File: src/rtl/ofmap_requant_buffer.sv
// ofmap_requant_buffer: ReLU + round/saturate requantisation of convolution window results,
// one buffered output feature map per filter, then a valid/ready stream of both maps.
module ofmap_requant_buffer #(
   parameter int OUT_DIM  = 7,
   parameter int NUM_FILT = 2,
   parameter int ACC_W    = 32,
   parameter int SHIFT    = 8
) (
   input  logic                                               clk,
   input  logic                                               rst_n,
   input  logic                                               start,
   input  logic signed [ACC_W-1:0]                            y_in,
   input  logic                                               y_valid,
   input  logic [((NUM_FILT > 1) ? $clog2(NUM_FILT) : 1)-1:0] y_filt,
   output logic [7:0]                                         out_data,
   output logic [((NUM_FILT > 1) ? $clog2(NUM_FILT) : 1)-1:0] out_filt,
   output logic [$clog2(OUT_DIM*OUT_DIM)-1:0]                 out_addr,
   output logic                                               out_valid,
   input  logic                                               out_ready,
   output logic                                               busy,
   output logic                                               frame_done,
   output logic                                               err
);
   localparam int MAP   = OUT_DIM * OUT_DIM;
   localparam int TOTAL = MAP * NUM_FILT;
   localparam int FW    = (NUM_FILT > 1) ? $clog2(NUM_FILT) : 1;
   localparam int AW    = $clog2(MAP);
   localparam int CW    = $clog2(MAP + 1);
   localparam int PW    = $clog2(TOTAL + 1);
   localparam logic signed [ACC_W:0] RND = (ACC_W+1)'(1) << (SHIFT - 1);

   typedef enum logic [1:0] {S_IDLE, S_COLLECT, S_DRAIN} state_t;

   state_t                state_q, state_d;
   logic                  collect_en, drain_en;
   logic [CW-1:0]         wr_cnt_q [NUM_FILT];
   logic [CW-1:0]         wr_cnt_d [NUM_FILT];
   logic [NUM_FILT-1:0]   map_full;
   logic [CW-1:0]         wr_sel;
   logic [PW-1:0]         wr_idx;
   logic                  wr_accept, drop, last_hs, rd_load;
   logic signed [ACC_W:0] y_ext, y_rnd;
   logic [7:0]            q_pix;
   logic [7:0]            ofm_mem [TOTAL];
   logic [PW-1:0]         rd_ptr_q;
   logic [FW-1:0]         rd_filt_q, out_filt_q;
   logic [AW-1:0]         rd_addr_q, out_addr_q;
   logic [7:0]            out_data_q;
   logic                  out_valid_q, frame_done_q, err_q;

   // Extend by one bit so the rounding add cannot wrap at the top of the input range.
   assign y_ext = {y_in[ACC_W-1], y_in};
   assign y_rnd = (y_ext + RND) >>> SHIFT;

   always_comb begin
      if (y_ext[ACC_W])          q_pix = 8'd0;
      else if (|y_rnd[ACC_W:8])  q_pix = 8'hFF;
      else                       q_pix = y_rnd[7:0];
   end

   for (genvar gi = 0; gi < NUM_FILT; gi++) begin : g_full
      assign map_full[gi] = (wr_cnt_q[gi] == CW'(MAP));
   end

   assign wr_sel    = wr_cnt_q[y_filt];
   assign wr_idx    = PW'(y_filt) * PW'(MAP) + PW'(wr_sel);
   assign wr_accept = collect_en && y_valid && !start && !map_full[y_filt];
   assign drop      = y_valid && !start && !wr_accept;
   assign last_hs   = out_valid_q && out_ready && (rd_ptr_q == PW'(TOTAL));
   assign rd_load   = drain_en && (!out_valid_q || out_ready) && (rd_ptr_q != PW'(TOTAL));

   always_ff @(posedge clk or negedge rst_n) begin
      if (!rst_n) state_q <= S_IDLE;
      else        state_q <= state_d;
   end

   always_comb begin
      state_d = state_q;
      if (start) begin
         state_d = S_COLLECT;
      end else begin
         case (state_q)
            S_COLLECT: if (&map_full) state_d = S_DRAIN;
            S_DRAIN:   if (last_hs)   state_d = S_IDLE;
            default:   state_d = state_q;
         endcase
      end
   end

   always_comb begin
      collect_en = 1'b0;
      drain_en   = 1'b0;
      busy       = 1'b0;
      case (state_q)
         S_COLLECT: begin collect_en = 1'b1; busy = 1'b1; end
         S_DRAIN:   begin drain_en   = 1'b1; busy = 1'b1; end
         default:   ;
      endcase
   end

   always_comb begin
      wr_cnt_d = wr_cnt_q;
      if (start) begin
         for (int i = 0; i < NUM_FILT; i++) wr_cnt_d[i] = '0;
      end else if (wr_accept) begin
         wr_cnt_d[y_filt] = wr_sel + 1'b1;
      end
   end

   always_ff @(posedge clk or negedge rst_n) begin
      if (!rst_n) wr_cnt_q <= '{default: '0};
      else        wr_cnt_q <= wr_cnt_d;
   end

   always_ff @(posedge clk) begin
      if (wr_accept) ofm_mem[wr_idx] <= q_pix;
   end

   // The output register doubles as the RAM read register; it only reloads when empty or
   // when the current beat is taken, which holds the beat during stalls without bubbles.
   always_ff @(posedge clk or negedge rst_n) begin
      if (!rst_n) begin
         out_valid_q  <= 1'b0;
         out_data_q   <= '0;
         out_filt_q   <= '0;
         out_addr_q   <= '0;
         rd_ptr_q     <= '0;
         rd_filt_q    <= '0;
         rd_addr_q    <= '0;
         frame_done_q <= 1'b0;
         err_q        <= 1'b0;
      end else begin
         frame_done_q <= last_hs && !start;
         if (start)     err_q <= 1'b0;
         else if (drop) err_q <= 1'b1;
         if (start || !drain_en) begin
            out_valid_q <= 1'b0;
            rd_ptr_q    <= '0;
            rd_filt_q   <= '0;
            rd_addr_q   <= '0;
         end else if (rd_load) begin
            out_valid_q <= 1'b1;
            out_data_q  <= ofm_mem[rd_ptr_q];
            out_filt_q  <= rd_filt_q;
            out_addr_q  <= rd_addr_q;
            rd_ptr_q    <= rd_ptr_q + 1'b1;
            if (rd_addr_q == AW'(MAP - 1)) begin
               rd_addr_q <= '0;
               rd_filt_q <= rd_filt_q + 1'b1;
            end else begin
               rd_addr_q <= rd_addr_q + 1'b1;
            end
         end else if (out_ready) begin
            out_valid_q <= 1'b0;
         end
      end
   end

   assign out_data   = out_data_q;
   assign out_filt   = out_filt_q;
   assign out_addr   = out_addr_q;
   assign out_valid  = out_valid_q;
   assign frame_done = frame_done_q;
   assign err        = err_q;

endmodule

File: config.mk
export PLATFORM = sky130hd
export DESIGN_NAME = ofmap_requant_buffer
export DESIGN_NICKNAME = d
export VERILOG_FILES = /design/src/rtl/ofmap_requant_buffer.sv
export SDC_FILE = /design/constraint.sdc
export NUM_CORES = 1
export LEC_CHECK = 0
export CAP_MARGIN = 20
export CORE_MARGIN = 4
export CORE_UTILIZATION = 60
export CTS_CLUSTER_DIAMETER = 100
export CTS_CLUSTER_SIZE = 14
export DETAILED_ROUTE_END_ITERATION = 10
export DONT_BUFFER_PORTS = 1
export PLACE_DENSITY = 0.76
export SETUP_SLACK_MARGIN = 0.02
export SYNTH_ARGS = -nofsm -noshare
export SYNTH_HDL_FRONTEND = slang
export SYNTH_SLANG_ARGS = --single-unit
File: constraint.sdc
create_clock -name clk -period 3.3 [get_ports clk]
set_clock_uncertainty 0.05 [all_clocks]
set_input_delay 0.66 -clock clk [delete_from_list [all_inputs] [get_ports clk]]
set_output_delay 0.66 -clock clk [all_outputs]
set_load 0.02 [all_outputs]
After elaboration in Yosys (flattened, before gate mapping)

Memory sizes are Yosys's and may differ from the RTL's. A register that Yosys moved wholly into a read port is not among the register bits.
Cells that the tools add are included.

Add/subtract/negate cells: 6
Multiply operators: 1
Order comparisons: 3
Eq/ne operators: 9
Multiplexer cells: 34
Bitwise operators: 2
Reductions and logical operators: 31

Operators with widths:

| operator                | count |
|---|---|
| $mux W6                 | 7 |
| $add A32 B9 Y33 const B | 1 |
| $mux W12                | 2 |
| $eq A6 B6 Y1 const B    | 3 |
| $reduce_or A17 Y1       | 1 |
| $mux W8                 | 2 |
| $mux W1                 | 15 |
| $mux W7                 | 2 |
| $add A6 B1 Y6 const B   | 2 |
| $bwmux W12              | 1 |
| $logic_and A1 B1 Y1     | 11 |
| $reduce_bool A2 Y1      | 4 |
| $add A7 B1 Y7 const B   | 1 |
| $add A7 B6 Y7           | 1 |
| $eq A7 B7 Y1 const B    | 1 |
| $mul A1 B6 Y7 const B   | 1 |
| $ne A7 B7 Y1 const B    | 1 |
| $demux W6 S1            | 1 |
| $logic_not A1 Y1        | 6 |
| $mux W2                 | 3 |
| $ne A3 B3 Y1 const B    | 2 |
| $reduce_and A2 Y1       | 3 |
| $reduce_bool A3 Y1      | 2 |
| $pmux W2 S2             | 1 |
| other kinds (11)        | 12 |

Bits in registers: 38
RAM bits: 784
Bits of input ports: 38
Output and inout bits: 19
Word-level logic and storage cells: 98
Memories: 1

Memories:

| memory  | depth | bits a word | read ports | clocked after memory_dff | write ports | RTL line | source |
|---|---|---|---|---|---|---|---|
| ofm_mem | 98    | 8           | 1          | 1                        | 1           | 44       | `logic [7:0] ofm_mem [TOTAL];` |

Logic depth before layout (Yosys ltp)

Gate-level depths: netlist of the first run.

Word-level depth: 9
Depth in mapped cells: 14

Least setup slack after synthesis of the first run

Ideal clock, no wire load.

Path kind: input -> register
Start point: input y_in[15]
End point: memory ofm_mem[0][0], data pin
Setup time: 0.730 ns
Data arrival time: 4.681 ns
Path slack: -2.161 ns
Cell stages on the path: 6
Buffers on the path: 0
Path through: nand4_2 or4_4 and4_1 o2111ai_1 nor4_4 a21oi_1

Word-level cells in the longest chain between the ends: 4

Ends and longest elaborated chain:

| what               | RTL line | source |
|---|---|---|
| start: declaration | 12       | `input logic signed [ACC_W-1:0] y_in,` |
| $add A32 B9 Y33    | 53       | `assign y_rnd = (y_ext + RND) >>> SHIFT;` |
| $reduce_or A17 Y1  | 57       | `else if (\|y_rnd[ACC_W:8]) q_pix = 8'hFF;` |
| $mux W8            | 57       |  |
| $mux W8            | 56       | `if (y_ext[ACC_W]) q_pix = 8'd0;` |
| net q_pix[0]       | 43       | `logic [7:0] q_pix;` |
| end: declaration   | 44       |  |

The timed path passes the listed nets, and every way through them passes these cells.

Worst setup path after layout of the first run

Start point: register rd_ptr_q[0]
End point: register out_data_q[6] (netlist: out_data[6]), read port of ofm_mem

Word-level cells in the longest chain between the ends: 3

Ends and longest elaborated chain:

| what                               | RTL line | source |
|---|---|---|
| start: declaration                 | 45       | `logic [PW-1:0] rd_ptr_q;` |
| start signal: assignment           | 146      | `rd_ptr_q <= rd_ptr_q + 1'b1;` |
| $ne A7 B7 Y1                       | 70       | `assign rd_load = drain_en && (!out_valid_q \|\| out_ready) && (rd_ptr_q != PW'(TOTAL));` |
| $logic_and A1 B1 Y1                | 70       |  |
| $reduce_and A2 Y1 (no source line) | -        |  |
| end: declaration                   | 48       | `logic [7:0] out_data_q;` |

Several ways; a longest one is shown, not always the timed one.
A chain may end at the register's enable or synchronous reset.

==> summary.txt, run 1 <==
Largest family of logic cells by synthesized area = multiplexers
PnR worst setup slack = 0.1276 ns
Post-Syn Nets = 1917
Final wirelength = 80.16 mm
Nets = 2085
Gpl congestion = 0.8427
Starting Density = 0.6098
Clock sinks = 830
Max-cap viol count = 0
Area grow syn2layout = 14.98%
CTS tree = done
Vias per cell = 6.663
Cells on worst reg2reg path = 7
Most common cell after layout, fill and taps aside = edfxtp_1
Share of post-route cells with drive strength above 1 = 0.2671
Primary FF master, synth = edfxtp_1
Compound-Gate Fraction of Synth Area = 0.04506
Critical path's largest stage delay = 0.78 ns
Post-route DRC violation count = 0
FMAX = 315.2 MHz
Vias in the first global route = 18970
Die span in x = 245.3 um
Crit-path cells = mux4_1, mux2_2, a2111oi_0, buf_4, a211o_1, nand3_1, and3_1
Hold Crit Depth = 1
Placed inst area = 0.03687 sq mm
Cell Pwr Density = 501.4 mW/mm^2
R2r endpoint = out_data[6]$_DFFE_PN0P_
Rows = 86
Worst setup path start = rd_ptr_q[0]$_DFFE_PN0P_
YS warnings = 0
Status = complete, no violations
Max transition margin = 0.3926
Post-synthesis sequential area ratio = 0.7308
Multiplexer area fraction after synthesis = 0.1365
Final hold violations = 0
Slew Limit Fails = 0
RR Startpoint = rd_ptr_q[0]$_DFFE_PN0P_
Worst Path Required = 3.76 ns
Hold Startpoint = start
Element type at the critical path end = register
Total number of vias = 18700
Crit Path Category = register to register
Slew at the pin closest to its max-slew limit = 0.9042 ns
Largest net degree at the start of global routing = 99
Non-Filler Instances = 2807
Min Tclk post-route = 3.172 ns
FF-to-FF setup slack = 0.13 ns
Yosys cell types = 78
Clk Latency, worst-skew pair = 0.61 ns
CP arrival = 3.63 ns
Post-Synthesis Cells = 1867
Root Buffer = clkbuf_16
Post-CTS setup buffer count = 0
Die H = 245.3 um
LEAKAGE = 12.16 nW
Xor/xnor share of the synthesized area = 0.007331
Clk slew on worst S/H paths = 0.07 ns
Total track usage = 0.2716
Avg Inst Size Synth = 18.10 sq um
H-tree levels = 3
Slowest-stage cell, CP = dfrtp_4
Crit start category = register
Final setup fails = 0
Clk buf depth = 3
Adder-cell share of the synthesized area = 0.004443
Die area = 0.06018 sq mm
Crit path max-delay family = multiplexers
First-pass GRT wire length = 120.7 mm
Syn Std Cell Area = 0.03379 sq mm
Post-route ant nets = 0
CTS buffer count = 69
Post-place setup slack = 0.02797 ns
Worst path buffer plus inverter count = 1
Routed len/inst = 28.56 um
Number of port buffers = 0
Post-route cell area = 0.03885 sq mm
WHS Endpoint = err$_DFFE_PN0P_
Fillers = 3371
#FFs+latches synth = 830
Antenna diodes = 0
RSZ-0062 raised after global routing = no
Core area = 0.05542 sq mm
DP HPWL = 51.53 mm
Final core utilization = 0.7011
DRT Pass-1 Iters = 6
Worst Hold Class = input pin to register
Initial DRC count = 2061
Number of flops mapped to enable cells by yosys = 784
Top-Level Pins = 57
Commonest cells after routing, fill and taps aside = 784 x edfxtp_1, 143 x buf_4, 134 x mux4_2
Post-synth ARST share = 0.05542
Tcrit/Tclk final = 0.9613
Worst-path maximum fanout = 26
Dpl cells = 2710
Initial antenna violation count = 0
Simple-Gate Fraction of Synth Area = 0.05743
GRT overflow = 0
Peak supply drop = 0.4383 mV
[sequential cells by signal, indices dropped and copies added (netlist names)]
name and count:
rd_filt_q 1, out_valid 1, state_q 2, out_filt 1, out_data 8, ofm_mem 784
rd_ptr_q 7, err 1, rd_addr_q 6, frame_done 1, out_addr 6, wr_cnt_q 12
[logic make-up (layout without fill, tap and decap cells)]
| logic type | count (synthesis) | in the layout |
|---|---|---|
| multiplexers | 279 | 279 |
| adder cells (fa/ha/maj) | 12 | 12 |
| AO/OA/AOI/OAI | 217 | 217 |
| XOR/XNOR | 24 | 24 |
| AND/OR/NAND/NOR | 390 | 390 |
| flip-flops | 830 | 830 |
| buffers and inverters | 115 | 307 |
[worst reg2reg max path, cell delays in order, from the launching register on]
cell and delay, ns:
dfrtp_4 0.78, mux4_1 0.71, mux2_2 0.31, a2111oi_0 0.49, buf_4 0.19, a211o_1 0.18
nand3_1 0.17, and3_1 0.19
[power breakdown]
| part | internal (mW) | switching (mW) |
|---|---|---|
| clock | 4.00 | 3.48 |
| combinational | 0.120 | 0.312 |
| sequential | 11.5 | 0.0290 |
| total | 15.7 | 3.82 |
[synthesized netlist by cell type, types with 10 or more instances]
master	count	share of area
buf_2	19	0.0028
a211oi_1	27	0.0060
nand2_1	102	0.011
nor2_1	135	0.015
nand3b_1	10	0.0022
buf_4	29	0.0064
xor2_1	10	0.0026
clkbuf_1	40	0.0044
edfxtp_1	784	0.70
dfrtp_1	46	0.034
nor3_1	21	0.0031
o22ai_1	33	0.0061
mux4_2	134	0.089
mux2i_1	118	0.035
nand3_1	30	0.0044
a21oi_1	31	0.0046
ha_1	12	0.0044
xnor2_1	12	0.0031
nand2b_1	14	0.0026
and3_1	11	0.0020
mux2_2	19	0.0063
o21ai_0	36	0.0053
inv_1	15	0.0017
[through the flow]
| step | total power [mW] | hold WS [ns] | TNS [ns] |
|---|---|---|---|
| after global routing | 20.03 | 0.04244 | 0 |
| final | 19.48 | 0.05931 | 0 |
| after floorplan | 12.01 | 0.3144 | -140.18 |
| after detailed placement | 12.20 | 0.3156 | 0 |
| after global placement | 12.19 | 0.3155 | 0 |
| after CTS | 19.60 | 0.03151 | 0 |
[worst max-delay path by stage]
| stage | endpoint | depth (start not counted) |
|---|---|---|
| floorplan | ofm_mem[0][0]$_DFFE_PP_ | 7 |
| global placement | ofm_mem[8][7]$_DFFE_PP_ | 9 |
| detailed placement | ofm_mem[14][5]$_DFFE_PP_ | 9 |
| CTS | out_data[0]$_DFFE_PN0P_ | 8 |
| global route | out_data[5]$_DFFE_PN0P_ | 8 |
| finish | out_data[6]$_DFFE_PN0P_ | 7 |
[final cells by class]
class	count	area (sq um)	area share
flip-flops and latches	830	24700	0.6358
multi-input cells	922	9074	0.2335
repair buffers	196	2132	0.05487
clock buffers	91	1894	0.04876
well taps	748	935.9	0.02409
inverters	16	60.06	0.001546
clock inverters	4	52.55	0.001353
[per-layer routing]
layer	vias to the layer above	global-route usage	wire length, um	part of all wire
met2	1021	0.4421	39740	0.50
met4	0	0.09263	2610	0.033
met5	-	0	0	0
met1	9671	0.3770	30320	0.38
met3	165	0.05168	7490	0.093
li1	7845	-	-	-
[repair_timing]
action | CTS | global route
endpoints found under the hold margin | 46 | 0
gates resized for setup | 0 | 0
hold buffers | 2 | 0
(Power assumes the default switching activity.)
==> inputs of run 2 (changes only) <==
Settings changed: ABC_AREA from default to 1, PLACE_DENSITY 0.76 to 0.75.
==> summary.txt, run 2 <==
Yosys cell types = 33
Post-route cell area = 0.03948 sq mm
Total number of vias = 24760
Final hold violations = 0
Vias in the first global route = 24000
RSZ-0062 raised after global routing = no
Die span in x = 251.8 um
Post-synthesis sequential area ratio = 0.6922
CP arrival = 3.30 ns
Antenna diodes = 0
Syn Std Cell Area = 0.03567 sq mm
Critical path's largest stage delay = 0.41 ns
#FFs+latches synth = 830
Worst-path maximum fanout = 8
Clk buf depth = 3
Post-place setup slack = 0.1059 ns
YS warnings = 0
Hold Startpoint = start
Final core utilization = 0.6703
Slew Limit Fails = 0
Post-route ant nets = 0
Starting Density = 0.6056
Rows = 89
Core area = 0.05891 sq mm
LEAKAGE = 15.19 nW
List of most frequent post-synthesis cells = 947 x nand2_1, 784 x edfxtp_1, 602 x nor2_1
Post-Synthesis Cells = 3438
Non-Filler Instances = 4313
Most flops, register = ofm_mem
Worst hold slack = 0.05158 ns
DP HPWL = 52.21 mm
Crit Path Category = register to register
GRT overflow = 0
Max reg flops = 784
Cell Pwr Density = 535.3 mW/mm^2
Worst Hold Class = input pin to register
Number of flops mapped to enable cells by yosys = 784
Slew at the pin closest to its max-slew limit = 0.9668 ns
Area grow syn2layout = 10.68%
Final wirelength = 86.24 mm
Slowest-stage cell, CP = dfrtp_1
Post-synth ARST share = 0.05542
Crit-path cells = nand2_1, o21ai_0, buf_4, ha_1, nand4_1, nand2_1, xnor2_2, nor2_2, nand2_1, nor2_1, buf_4
Vias per cell = 5.740
Root Buffer = clkbuf_16
Max transition margin = 0.3539
FMAX = 329.8 MHz
Routed len/inst = 19.99 um
Commonest cells after routing, fill and taps aside = 947 x nand2_1, 784 x edfxtp_1, 597 x nor2_1
Tcrit/Tclk final = 0.9189
Placed inst area = 0.03757 sq mm
Final setup fails = 0
Top cells by area, synth = edfxtp_1 66%, nand2_1 10%, nor2_1 6.3%
Avg Inst Size Synth = 10.38 sq um
Yosys top cell area share = 0.6600
Initial DRC count = 2869
Count leader, synth = nand2_1
Initial antenna violation count = 0
PnR worst setup slack = 0.2677 ns
Clock sinks = 830
H-tree levels = 3
First-pass GRT wire length = 132.6 mm
Cell mode on critical path = nand2_1
CTS tree = done
Peak supply drop = 0.4430 mV
Max-cap viol count = 0
Status = complete, no violations
Clk Latency, worst-skew pair = 0.61 ns
Worst setup path start = wr_cnt_q[4]$_DFFE_PN0P_
Fillers = 4217
Final setup TNS = 0 ns
Worst Path Required = 3.56 ns
Dpl cells = 4217
Post-Syn Nets = 3488
Post-route DRC violation count = 0
Number of port buffers = 0
DRT Pass-1 Iters = 7
Area leader, netlist = edfxtp_1
Nets = 3567
Primary FF master, synth = edfxtp_1
Clk slew on worst S/H paths = 0.06 ns
Total track usage = 0.2702
Element type at the critical path end = register
Share of post-route cells with drive strength above 1 = 0.07797
Gpl congestion = 0.9251
Top-Level Pins = 57
Most common cell after layout, fill and taps aside = nand2_1
RR Startpoint = wr_cnt_q[4]$_DFFE_PN0P_
CTS buffer count = 69
Crit start category = register
Total power = 21.14 mW
Min Tclk post-route = 3.032 ns
Die area = 0.06342 sq mm
Largest net degree at the start of global routing = 180
Die H = 251.8 um
[run 2: changes by cell type after synthesis, moves of 38 or more]
cell | previous run | this run
a21oi_1 | 31 | 82
buf_2 | 19 | 62
clkbuf_1 | 40 | 78
inv_1 | 15 | 251
mux2i_1 | 118 | 0
mux4_2 | 134 | 0
nand2_1 | 102 | 947
nand3_1 | 30 | 155
nor2_1 | 135 | 602
o21ai_0 | 36 | 269
[run 2: routing by layer]
metal	track usage	wire, um	share of wire	up-vias
met1	0.3586	32930	0.38	11770
li1	-	-	-	11570
met3	0.05721	8130	0.094	232
met5	0	0	0	-
met4	0.1149	4051	0.047	0
met2	0.4400	41130	0.48	1185
[run 2: repair_timing]
| item | CTS | global route |
|---|---|---|
| hold buffers | 2 | 0 |
| setup endpoints to repair | 0 | 5 |
| endpoints found under the hold margin | 46 | 0 |
| buffers inserted | 0 | 0 |
| gates resized for setup | 0 | 1 |
[run 2: worst paths after layout]
check                      slack (ns)  cells past startpoint                  endpoint
setup / recovery                 0.27                     11  ofm_mem[80][0]$_DFFE_PP_
hold / removal                   0.05                      1      frame_done$_DFF_PN0_
setup reg to reg                 0.27                     11  ofm_mem[80][0]$_DFFE_PP_
hold reg to reg                  0.46                      2    state_q[0]$_DFFE_PN0P_
max in group asynchronous        2.44                      2   rd_ptr_q[0]$_DFFE_PN0P_
min in group asynchronous        0.53                      2   rd_ptr_q[6]$_DFFE_PN0P_
[run 2: logic make-up (layout without fill, tap and decap cells)]
family,after synthesis,count (layout),synth area share
buffers and inverters,430,532,0.04763
flip-flops,830,830,0.6922
AO/OA/AOI/OAI,407,407,0.05966
adder cells (fa/ha/maj),12,12,0.004209
AND/OR/NAND/NOR,1737,1737,0.1907
XOR/XNOR,22,22,0.005612
[run 2: report_power, final]
group | internal, mW | total (mW) | switching (mW)
clock network | 3.90 | 7.36 | 3.46
registers | 11.6 | 11.8 | 0.144
logic | 0.551 | 2.03 | 1.47
total | 16.1 | 21.1 | 5.07
[run 2: final cells by class]
cell class	instances	area [sq um]	area share
multi-input combinational	2178	9303	0.2356
tap	773	967.2	0.02450
timing repair buffer	174	1604	0.04062
inverter	264	1033	0.02617
sequential	830	24700	0.6256
clock inverter	2	20.02	0.0005070
clock buffer	92	1856	0.04699
[run 2: worst max-delay path: cells and delay by family (launching register included)]
| family | cells | cell delay [ns] |
|---|---|---|
| compound gates | 1 | 0.08 |
| xor+xnor | 1 | 0.19 |
| simple gates | 6 | 1.36 |
| fa+ha+maj | 1 | 0.31 |
| flops | 1 | 0.41 |
| buf+inv | 2 | 0.34 |
